### src/rtl/aux_burst_rd_sched.sv
// aux_burst_rd_sched
//   Read-side scheduler for the receive aux/audio FIFO on the pixel clock.
//   Once per line, at hcnt==START_HCNT in horizontal blanking, it issues a
//   fixed BURST_LEN read burst. It chains further bursts, each after a
//   GAP_LEN-cycle gap and up to MAX_BURSTS per line, while the sample-left
//   field of the FIFO word is seen to wrap (decrease).
//
//   Optional build macro AUX_STAT_EN adds the statistics outputs
//   underrun_cnt and abort_cnt.
//
// Ports
//   fifo_clk   in   pixel clock, rising edge
//   sys_rst    in   synchronous active-high reset
//   hcnt/vcnt  in   raster counters
//   vde        in   active-picture enable (aborts a running sequence)
//   aempty     in   aux FIFO empty
//   adout      in   aux FIFO read data
//   rd_en      out  FIFO read enable (registered slot gated by !aempty)
//   audio_on   out  aux data was seen during the previous frame
//   busy       out  scheduler not idle
//   burst_num  out  bursts issued on the current/last line
//   underrun_cnt, abort_cnt (AUX_STAT_EN only) saturating underrun cycles,
//                wrapping abort count
module aux_burst_rd_sched #(
  parameter int DATA_W     = 12,
  parameter int LEFT_MSB   = 11,
  parameter int LEFT_LSB   = 8,
  parameter int HCNT_W     = 12,
  parameter int START_HCNT = 1530,
  parameter int BURST_LEN  = 32,
  parameter int GAP_LEN    = 4,
  parameter int MAX_BURSTS = 8
) (
  input  logic              fifo_clk,
  input  logic              sys_rst,
  input  logic [HCNT_W-1:0] hcnt,
  input  logic [HCNT_W-1:0] vcnt,
  input  logic              vde,
  input  logic              aempty,
  input  logic [DATA_W-1:0] adout,
  output logic              rd_en,
  output logic              audio_on,
  output logic              busy,
  output logic [3:0]        burst_num
`ifdef AUX_STAT_EN
  ,
  output logic [15:0]       underrun_cnt,
  output logic [7:0]        abort_cnt
`endif
);

  localparam int LW = LEFT_MSB - LEFT_LSB + 1;

  typedef enum logic [1:0] {S_IDLE, S_BURST, S_GAP} state_t;

  state_t          r_state, w_next;
  logic [5:0]      r_cnt;
  logic [3:0]      r_gcnt;
  logic [3:0]      r_burst_num;
  logic            r_rd_q, r_init, r_more, r_ck, r_audio_on;
  logic [LW-1:0]   r_l1, r_l2;
  logic [LW-1:0]   w_left;
  logic            w_start, w_abort, w_chain;
  logic            w_unused;

  assign w_left   = adout[LEFT_MSB:LEFT_LSB];
  assign w_unused = ^adout;

  assign w_start = (r_state == S_IDLE) && (hcnt == HCNT_W'(START_HCNT)) &&
                   r_init && !vde && !aempty;

  // State register
  always_ff @(posedge fifo_clk) begin
    if (sys_rst) r_state <= S_IDLE;
    else         r_state <= w_next;
  end

  // Next state and transition strobes
  always_comb begin
    w_next  = r_state;
    w_abort = 1'b0;
    w_chain = 1'b0;
    case (r_state)
      S_IDLE: if (w_start) w_next = S_BURST;
      S_BURST: begin
        if (vde) begin
          w_abort = 1'b1;
          w_next  = S_IDLE;
        end else if (r_cnt == 6'(BURST_LEN - 1)) begin
          w_next = S_GAP;
        end
      end
      S_GAP: begin
        if (vde) begin
          w_abort = 1'b1;
          w_next  = S_IDLE;
        end else if (r_gcnt == 4'(GAP_LEN - 1)) begin
          if (r_more && (r_burst_num < 4'(MAX_BURSTS)) && !aempty) begin
            w_chain = 1'b1;
            w_next  = S_BURST;
          end else begin
            w_next = S_IDLE;
          end
        end
      end
      default: w_next = S_IDLE;
    endcase
  end

  // Datapath
  always_ff @(posedge fifo_clk) begin
    if (sys_rst) begin
      r_cnt       <= '0;
      r_gcnt      <= '0;
      r_burst_num <= '0;
      r_rd_q      <= 1'b0;
      r_init      <= 1'b0;
      r_more      <= 1'b0;
      r_ck        <= 1'b0;
      r_audio_on  <= 1'b0;
      r_l1        <= '0;
      r_l2        <= '0;
    end else begin
      if (vde) r_init <= 1'b1;

      // Frame-level activity flag; the vcnt==0 clear beats a same-cycle set.
      if (vcnt == '0) begin
        r_audio_on <= r_ck;
        r_ck       <= 1'b0;
      end else if (!aempty) begin
        r_ck <= 1'b1;
      end

      // The read slot is exactly the set of BURST cycles.
      r_rd_q <= (w_next == S_BURST);

      if ((w_next == S_BURST) && (r_state != S_BURST)) begin
        r_cnt  <= '0;
        r_more <= 1'b0;
      end else if (r_state == S_BURST) begin
        r_cnt <= r_cnt + 6'd1;
        // A decrease between consecutive samples means the field wrapped.
        if (r_l1 < r_l2) r_more <= 1'b1;
      end

      if (r_state == S_BURST) begin
        r_gcnt <= '0;
        r_l1   <= w_left;
        r_l2   <= r_l1;
      end else if (r_state == S_GAP) begin
        r_gcnt <= r_gcnt + 4'd1;
      end

      if (w_start)
        r_burst_num <= 4'd1;
      else if (w_chain)
        r_burst_num <= r_burst_num + 4'd1;
      else if ((r_state == S_IDLE) && (hcnt == HCNT_W'(1)))
        r_burst_num <= '0;
    end
  end

`ifdef AUX_STAT_EN
  logic [15:0] r_underrun_cnt;
  logic [7:0]  r_abort_cnt;

  always_ff @(posedge fifo_clk) begin
    if (sys_rst) begin
      r_underrun_cnt <= '0;
      r_abort_cnt    <= '0;
    end else begin
      if (r_rd_q && aempty && (r_underrun_cnt != 16'hFFFF))
        r_underrun_cnt <= r_underrun_cnt + 16'd1;
      if (w_abort)
        r_abort_cnt <= r_abort_cnt + 8'd1;
    end
  end

  assign underrun_cnt = r_underrun_cnt;
  assign abort_cnt    = r_abort_cnt;
`endif

  // An empty FIFO masks the strobe but the slot still runs its full length.
  assign rd_en     = r_rd_q & ~aempty;
  assign audio_on  = r_audio_on;
  assign busy      = (r_state != S_IDLE);
  assign burst_num = r_burst_num;

endmodule
### config.mk
export PLATFORM = sky130hd
export DESIGN_NAME = aux_burst_rd_sched
export DESIGN_NICKNAME = d
export VERILOG_FILES = /design/src/rtl/aux_burst_rd_sched.sv
export SDC_FILE = /design/constraint.sdc
export NUM_CORES = 1
export LEC_CHECK = 0
export ABC_AREA = 1
export BUFFER_PORTS_ARGS = -buffer_cell sky130_fd_sc_hd__buf_4
export CORE_ASPECT_RATIO = 0.8
export CORE_MARGIN = 1
export CORE_UTILIZATION = 25
export DETAILED_ROUTE_END_ITERATION = 16
export PLACE_DENSITY = 0.56
export RECOVER_POWER = 50
export SKIP_CTS_REPAIR_TIMING = 1
export SLEW_MARGIN = 30
export SYNTH_ARGS = -nofsm -noshare
export SYNTH_HDL_FRONTEND = slang
export SYNTH_SLANG_ARGS = --single-unit
### constraint.sdc
create_clock -name fifo_clk -period 2.68 [get_ports fifo_clk]
set_input_delay 0.536 -clock fifo_clk [delete_from_list [all_inputs] [get_ports fifo_clk]]
set_output_delay 0.536 -clock fifo_clk [all_outputs]
set_load 0.1 [all_outputs]
# Word-level counts from Yosys, hierarchy flattened
# Index checks and enable logic that the tools add are counted.
[classes]
add_sub_neg = 3
magnitude_cmp = 2
n_eq_ne = 8
mux = 14
bitwise = 2
n_reduce_logical = 20
[op_table]
columns = ["operator", "count"]
rows = [
  ["equality test 12 x 1 -> 1 bit, second input constant", 1],
  ["equality test 12 x 11 -> 1 bit, second input constant", 1],
  ["logical NOT 12 bit", 1],
  ["two-way mux 2 bit", 5],
  ["adder 4 x 1 -> 4 bit, second input constant", 2],
  ["logical AND 1 bit", 8],
  ["two-way mux 4 bit", 2],
  ["OR reduction 2 bit", 4],
  ["adder 6 x 1 -> 6 bit, second input constant", 1],
  ["equality test 6 x 5 -> 1 bit, second input constant", 1],
  ["two-way mux 1 bit", 6],
  ["case mux 2 bit (3 select lines)", 1],
  ["equality test 2 x 1 -> 1 bit, second input constant", 2],
  ["equality test 4 x 2 -> 1 bit, second input constant", 1],
  ["< comparator 4 bit", 1],
  ["< comparator 4 bit, second input constant", 1],
  ["nonzero test 2 bit", 2],
  ["nonzero test 3 bit", 1],
  ["equality test 2 bit, second input constant", 1],
  ["logical NOT 1 bit", 2],
  ["logical NOT 2 bit", 1],
  ["inequality test 2 x 1 -> 1 bit, second input constant", 1],
  ["AND reduction 2 bit", 1],
  ["AND 1 bit", 1],
  ["inverter 1 bit", 1],
]
[totals]
ff_bits = 29
input_bits = 40
output_inout_bits = 7
elab_cells = 61

# Longest topological paths before layout
# Gate-level depths: netlist (run 1).
[depth]
ltp_word = 10
depth_mapped = 11

# Least setup slack after synthesis (run 1)
# OpenSTA, ideal clock, no wires.
[synth_path]
path_type = "input to output"
startpoint = "input aempty"
endpoint = "output rd_en"
arrival_ps = 1789
t_required_ps = 2144
path_slack_ps = 355
cell_stages = 1
n_path_buf = 0
cell_sequence = "nor2_1"
[synth_between]
elab_chain_len = 2
[synth_lines]
columns = ["item", "line", "text"]
rows = [
  ["start: declaration", "39", "input logic aempty,"],
  ["inverter 1 bit", "184", "assign rd_en = r_rd_q & ~aempty;"],
  ["AND 1 bit", "184", ""],
  ["end: declaration", "41", "output logic rd_en,"],
]
# No other way between the ends.

# Worst setup path after layout (run 1)
[layout_path]
startpoint = "register r_gcnt[0]"
endpoint = "register r_cnt[0]"
[layout_between]
elab_chain_len = 7
[layout_lines]
columns = ["item", "line", "text"]
rows = [
  ["start: declaration", "58", "logic [3:0] r_gcnt;"],
  ["start signal: assignment", "151", "r_gcnt <= r_gcnt + 4'd1;"],
  ["equality test 4 x 2 -> 1 bit", "97", "end else if (r_gcnt == 4'(GAP_LEN - 1)) begin"],
  ["two-way mux 2 bit", "97", ""],
  ["two-way mux 2 bit", "94", "if (vde) begin"],
  ["case mux 2 bit (3 select lines)", "83", "case (r_state)"],
  ["equality test 2 x 1 -> 1 bit", "137", "if ((w_next == S_BURST) && (r_state != S_BURST)) begin"],
  ["logical AND 1 bit", "137", ""],
  ["OR reduction 2 bit (no line)", "--", ""],
  ["end signal: assignment", "141", "r_cnt <= r_cnt + 6'd1;"],
  ["end: declaration", "57", "logic [5:0] r_cnt;"],
]
# No other way between the ends.
# A chain may end at the register's enable or synchronous reset.

==> PnR_summary.wiki, run 1 <==
{| class="wikitable"
! Metric !! Value
|-
| Result of the run || completed
|-
| Total via count after detailed routing || 1,336
|-
| Cts bufs inserted || 5
|-
| Summed area of non-filler cells in the final layout || 1920 um2
|-
| Number of antenna repair diodes || 0
|-
| Largest net degree at the start of global routing || 18
|-
| Final global-route overflow total || 0
|-
| Area of combinational cells with multiple inputs || 754 um2
|-
| Post-Synth XOR/XNOR Area || between 3 and 4%
|-
| Max Transition Viols Final || 0
|-
| Initial antenna violation count || 0
|-
| RSZ-0062 raised after global routing || false
|-
| Share of the clock period used by the worst path || approximately two thirds
|-
| Least-Margin Pin Slew || 0.683 ns
|-
| Critical path capture point type || flip-flop
|-
| Post-synthesis net count || 253
|-
| Skew-Pair Late Insertion Delay || 0.28 ns
|-
| Path class of the lowest-slack min-delay path || reg2reg
|-
| Violation count after the first detailed-routing iteration || 34
|-
| Compound-Gate Fraction of Synth Area || 9.67%
|-
| Dominant combinational cell family by area after synthesis || simple AND/OR/NAND/NOR gates
|-
| Share of synthesized cell area in full adder, half adder and majority cells || 5.05%
|-
| Delay contributed by the slowest stage of the critical path || 0.39 ns
|-
| Distinct cell type count after synthesis || 26
|-
| Root Driver || clkbuf_8
|-
| Highest clock frequency the design can meet || roughly 570 MHz
|-
| Fraction of layout instances using a drive strength above 1 || between 20% and 30%
|-
| Area of the die || 6260 um2
|-
| HPWL after DPL || 2350 um
|-
| Avg Synthesized Cell Area || 7.19 um2
|-
| Cell accounting for the most synthesized area || dfxtp_1
|-
| Effective utilization at floorplan || a little over a quarter
|-
| Setup Crit Path Kind || reg2reg
|-
| Number of vias per cell || 4.07
|-
| Most common library cell in the layout ignoring fill and taps || nor2_1
|-
| Area delta synth->final || 29.2%
|-
| Mux share of post-synthesis cell area || 0%
|-
| Leakage power || 0.819 nW
|-
| IR drop worst, VDD || approximately 0.23 mV
|-
| EDFF count, synth || 0
|-
| Number of buffer and inverter instances along the worst setup path || 2
|-
| Leading post-synthesis cells by cell area || dfxtp_1, nor2_1, inv_1, nand2_1, ha_1
|-
| Setup TNS || 0 ns
|-
| Most frequent cells in the layout || nor2_1, buf_4, dfxtp_1
|-
| Number of global-route vias before repair || 1,213
|-
| Number of buffers added on ports || 38
|-
| Clock transition time at the flip-flop clock pins of the worst setup and hold paths || roughly 0.060 ns
|-
| Placed cell areas || 1860 um2
|-
| Cells after Synth || 207
|-
| Worst slack, placed || 1.08 ns
|-
| Post-route ant nets || 0
|-
| H-tree depth || 2
|-
| Maximum Capacitance Violations || 0
|-
| Die Width || 88.2 um
|-
| Number of optimization iterations in the first detailed-route pass || 4
|-
| Global-route wire length before repair || 5320 um
|-
| CP max-delay cell || nor3_1
|-
| Cell-by-cell listing of the critical path || ha_1 -> inv_1 -> nor3_1 -> nand3_2 -> nand2_2 -> inv_1 -> nand2_2 -> nand2_2 -> nand2_4 -> nor2_1
|-
| Sink Count || 29
|-
| Worst path required time || roughly 2.9 ns
|-
| Util after Layout || 34.4%
|-
| TritonCTS clock tree || yes
|-
| Overall global routing resource usage || 11.1%
|-
| Wire length per cell || about 9.5 um
|-
| FF/Latch Area || 581 um2
|-
| Setup-violating endpoint count in the final report || 0
|-
| Library cell appearing most often on the critical path || nand2_2
|-
| Routability cong. || 0.765
|-
| Number of remaining DRC errors || 0
|-
| Overall die height || 71.0 um
|-
| Flip-flop and latch count after synthesis || 29
|-
| Count of endpoints failing hold in the final timing report || 0
|-
| PwrDens || 445 nW/um2
|-
| Minimum setup slack among reg-to-reg paths || 0.94 ns
|-
| Critical path's top delay family || simple AND/OR/NAND/NOR gates
|-
| Largest fanout of any net on the critical path || 7
|-
| Most frequently used flop master after synthesis || dfxtp_1
|-
| Async set-reset flop share out of synthesis || 0%
|-
| Number of fill cells in the layout || 636
|-
| Cell area after synthesis || 1490 um2
|-
| Worst-case clock buffer depth || 2
|-
| Data arrival at the endpoint of the critical path || 1.91 ns
|-
| Overall power of the completed layout || 856 uW
|-
| Final clock skew || 0.00387 ns
|-
| Synthesis Warnings || 0
|-
| Area fraction in and, or, nand and nor cells after synthesis || 33.7%
|-
| Fraction of the yosys area taken by sequential cells || 39.0%
|-
| Number of placement rows || 24
|-
| DRT Wirelength || roughly 3100 um
|-
| Worst-case setup margin in the final layout || roughly 0.94 ns
|-
| Critical path launch point type || flip-flop
|-
| Core region area || 5590 um2
|-
| Layout Nets || 296
|-
| Max-slew headroom at the worst pin || 54.4%
|-
| Post-layout min period || between 1.5 and 2 ns
|-
| Top cell type's share of synthesized area || 39.0%
|-
| I/O pin count || 47
|}
tightest hold or removal path, cell delays in order (launching register included):
cell	delay [ns]
dfxtp_1	0.30
inv_1	0.06
a21oi_1	0.05
report_power, final:
part / internal [mW] / switching [mW] / leakage [nW]
sequential: 0.433 / 0.000852 / 0.234
clock: 0.203 / 0.158 / 0.0443
combinational: 0.0351 / 0.0252 / 0.541
Yosys cell counts (all sizes together), types with 2 or more instances:
cell type / n
nor2: 49
nand2: 33
inv: 32
dfxtp: 29
a21oi: 13
nand3: 13
o21ai: 13
ha: 6
xor2: 5
nand4: 4
nand3b: 2
metal layers:
metal  vias up  global-route usage (%)  share of wire [%]
li1        738                       -                  -
met5         -                       0                  0
met1       562                    14.3                 53
met2        29                    16.2                 39
met3         7                    4.20                6.4
met4         0                    5.38                1.9
worst paths after layout:
kind                   from  endpoint  cells after the start
setup reg to reg  r_gcnt[0]  r_cnt[0]                     10
hold reg to reg     r_l2[0]   r_l2[0]                      2
hold / removal      r_l2[0]   r_l2[0]                      2
setup / recovery  r_gcnt[0]  r_cnt[0]                     10
flip-flops by register name, summed over array words and instances, names as in the netlist, 2 cells and up:
register / cells
r_cnt: 6
r_l2: 4
r_l1: 4
burst_num: 4
r_gcnt: 4
r_state: 2
per-stage QoR:
step           hold WS, ns  std cells
2_1_floorplan        0.424        207
3_3_place_gp         0.434        321
3_5_place_dp         0.444        321
4_1_cts              0.460        328
5_1_grt              0.489        328
6_report             0.455        328
logic make-up after synthesis:
kind of cell | count (synthesis)
buffers and inverters | 34
xor gates and xnor gates | 6
AOI/OAI and AO/OA | 28
and+or+nand+nor | 104
adders and majority gates | 6
DFF | 29
area by class of cell:
class / count / area share (%)
clock buffers: 7 / 4.49
multi-input cells: 144 / 39.3
well taps: 78 / 5.08
flip-flops and latches: 29 / 30.2
repair buffers: 38 / 14.5
inverters: 32 / 6.51
No activity file was read; power rests on OpenSTA's default activity.
==> run 2: changes to the inputs <==
- PLACE_DENSITY: 0.56 -> 0.58
- clock period: 2.68 -> 1.5 ns (I/O delays scaled with it)
==> run 2 against run 1 <==
  * Sequential power is 78% higher
  * Sequential share of layout area down 1.3 points
  * Power grew 100%
  * Combinational power grew 82%
  * Clock skew increased by 0.0020 ns
  * Global-route usage is 0.27 points higher
  * Worst hold slack worse by 0.22 ns
  * Wire length shrank 1.4%
  * Clock power is 130% higher
  * Flip-flop and latch count unchanged
  * Cell count grew 1.5%
  * Critical path depth decreased by 7
  * Largest cell class unchanged
  * Largest power group is now clock
  * Highest routed layer unchanged
==> PnR_summary.wiki, run 2 (synthesis results as in run 1) <==
{| class="wikitable"
! Metric !! Value
|-
| Result of the run || completed
|-
| Sequential power share || 45.2%
|-
| FF/Latch Area || roughly 590 um2
|-
| Setup TNS || 0 ns
|-
| Final global-route overflow total || 0
|-
| Overall die height || about 70 um
|-
| Number of vias per cell || 4.13
|-
| Util after Layout || 36.7%
|-
| Sink Count || 29
|-
| Path class of the lowest-slack min-delay path || in2reg
|-
| Skew-Pair Late Insertion Delay || 0.28 ns
|-
| Max Transition Viols Final || 0
|-
| Post-route ant nets || 0
|-
| Number of global-route vias before repair || 1,287
|-
| Most common library cell in the layout ignoring fill and taps || nor2_1
|-
| Routability cong. || 0.703
|-
| Critical path launch point type || flip-flop
|-
| Number of optimization iterations in the first detailed-route pass || 4
|-
| DRT Wirelength || 3070 um
|-
| Least-Margin Pin Slew || 0.543 ns
|-
| Maximum Capacitance Violations || 0
|-
| Number of fill cells in the layout || 606
|-
| Highest clock frequency the design can meet || 712 MHz
|-
| Clock power share || slightly below 50%
|-
| Final instance count without filler cells || 333
|-
| Net Sw Power || about 330 uW
|-
| Critical path capture point type || primary output
|-
| Flip-flop count of the largest register after layout || 6
|-
| Final clock skew || 0.00586 ns
|-
| Worst path required time || 1.20 ns
|-
| Die Width || 88.2 um
|-
| TritonCTS clock tree || yes
|-
| PwrDens || about 830 nW/um2
|-
| Internal power of the cells || 1.38 mW
|-
| HPWL after DPL || around 2300 um
|-
| Global-route wire length before repair || between 5000 and 6000 um
|-
| Placed cell areas || 1880 um2
|-
| Count of placed standard cells including taps || roughly 320
|-
| Worst-case setup margin in the final layout || 0.0952 ns
|-
| Setup-violating endpoint count in the final report || 0
|-
| Data arrival at the endpoint of the critical path || 1.10 ns
|-
| Cts bufs inserted || 5
|-
| Number of remaining DRC errors || 0
|-
| Initial antenna violation count || 0
|-
| Root Driver || clkbuf_8
|-
| Layout Nets || 300
|-
| Overall power of the completed layout || 1.71 mW
|-
| Post-layout min period || 1.40 ns
|-
| Effective utilization at floorplan || 26.6%
|-
| Total via count after detailed routing || between 1,000 and 1,500
|-
| Number of antenna repair diodes || 0
|-
| Leakage power || 0.856 nW
|-
| Largest net degree at the start of global routing || 16
|-
| Area of the die || around 6300 um2
|-
| IR drop worst, VDD || 0.257 mV
|-
| Overall global routing resource usage || a little under an eighth
|-
| Top register by number of flip-flops || r_cnt
|-
| Core region area || 5590 um2
|-
| Most frequent cells in the layout || nor2_1, buf_4, inv_1, nand2_1, dfxtp_1
|-
| Switching part of the total || 19.5%
|-
| Area delta synth->final || 37.8%
|-
| Area of combinational cells with multiple inputs || 806 um2
|-
| RSZ-0062 raised after global routing || true
|-
| H-tree depth || 2
|-
| Clock transition time at the flip-flop clock pins of the worst setup and hold paths || 0.06 ns
|-
| Max-slew headroom at the worst pin || 63.9%
|-
| Worst hold margin || 0.233 ns
|-
| Worst-case clock buffer depth || 2
|-
| Count of endpoints failing hold in the final timing report || 0
|-
| Number of buffers added on ports || 38
|-
| Largest fanout of any net on the critical path || 4
|-
| Summed area of non-filler cells in the final layout || 2050 um2
|-
| Fraction of layout instances using a drive strength above 1 || between 30% and 40%
|-
| Violation count after the first detailed-routing iteration || 35
|-
| Setup Crit Path Kind || reg2out
|-
| Share of the clock period used by the worst path || 93.7%
|-
| Comb power frac || under 10%
|-
| I/O pin count || between 40 and 50
|-
| Wire length per cell || around 9 um
|-
| Worst slack, placed || 0.0602 ns
|-
| Number of placement rows || 24
|}
-- run 2: power by group through the flow --
stage | registers (mW) | logic (mW) | clock network [mW]
2_1_floorplan | 0.792 | 0.0337 | 0
3_3_place_gp | 0.792 | 0.109 | 0
3_5_place_dp | 0.793 | 0.110 | 0
4_1_cts | 0.775 | 0.111 | 0.862
5_1_grt | 0.774 | 0.125 | 0.888
6_report | 0.774 | 0.110 | 0.828
-- run 2: area by class of cell --
cell class                 count  share of cell area (%)
timing repair buffer          42                    15.3
sequential                    29                    28.9
inverter                      32                    6.10
tap                           78                    4.76
clock inverter                 1                    1.46
multi-input combinational    144                    39.3
clock buffer                   7                    4.21
-- run 2: final timing paths --
path                                 start           end  slack [ns]  depth (start not counted)
worst max-delay path            r_state[0]          busy         0.1                          3
worst min-delay path               sys_rst  burst_num[0]        0.23                          2
worst max register to register   r_gcnt[0]      r_cnt[3]        0.12                         10
worst min register to register     r_l2[0]       r_l2[0]        0.45                          2
-- run 2: layer usage --
metal	global-route usage, %	vias up	routed length [um]
met4	3.76	0	43
met3	5.13	6	261
met5	0	-	0
met1	14.2	586	1520
met2	17.4	36	1250
li1	-	746	-
-- run 2: worst max-delay path, cell delays in order (launching register included) --
cell and delay, ns:
dfxtp_1 0.43, nor2_1 0.08, inv_2 0.09, buf_6 0.23
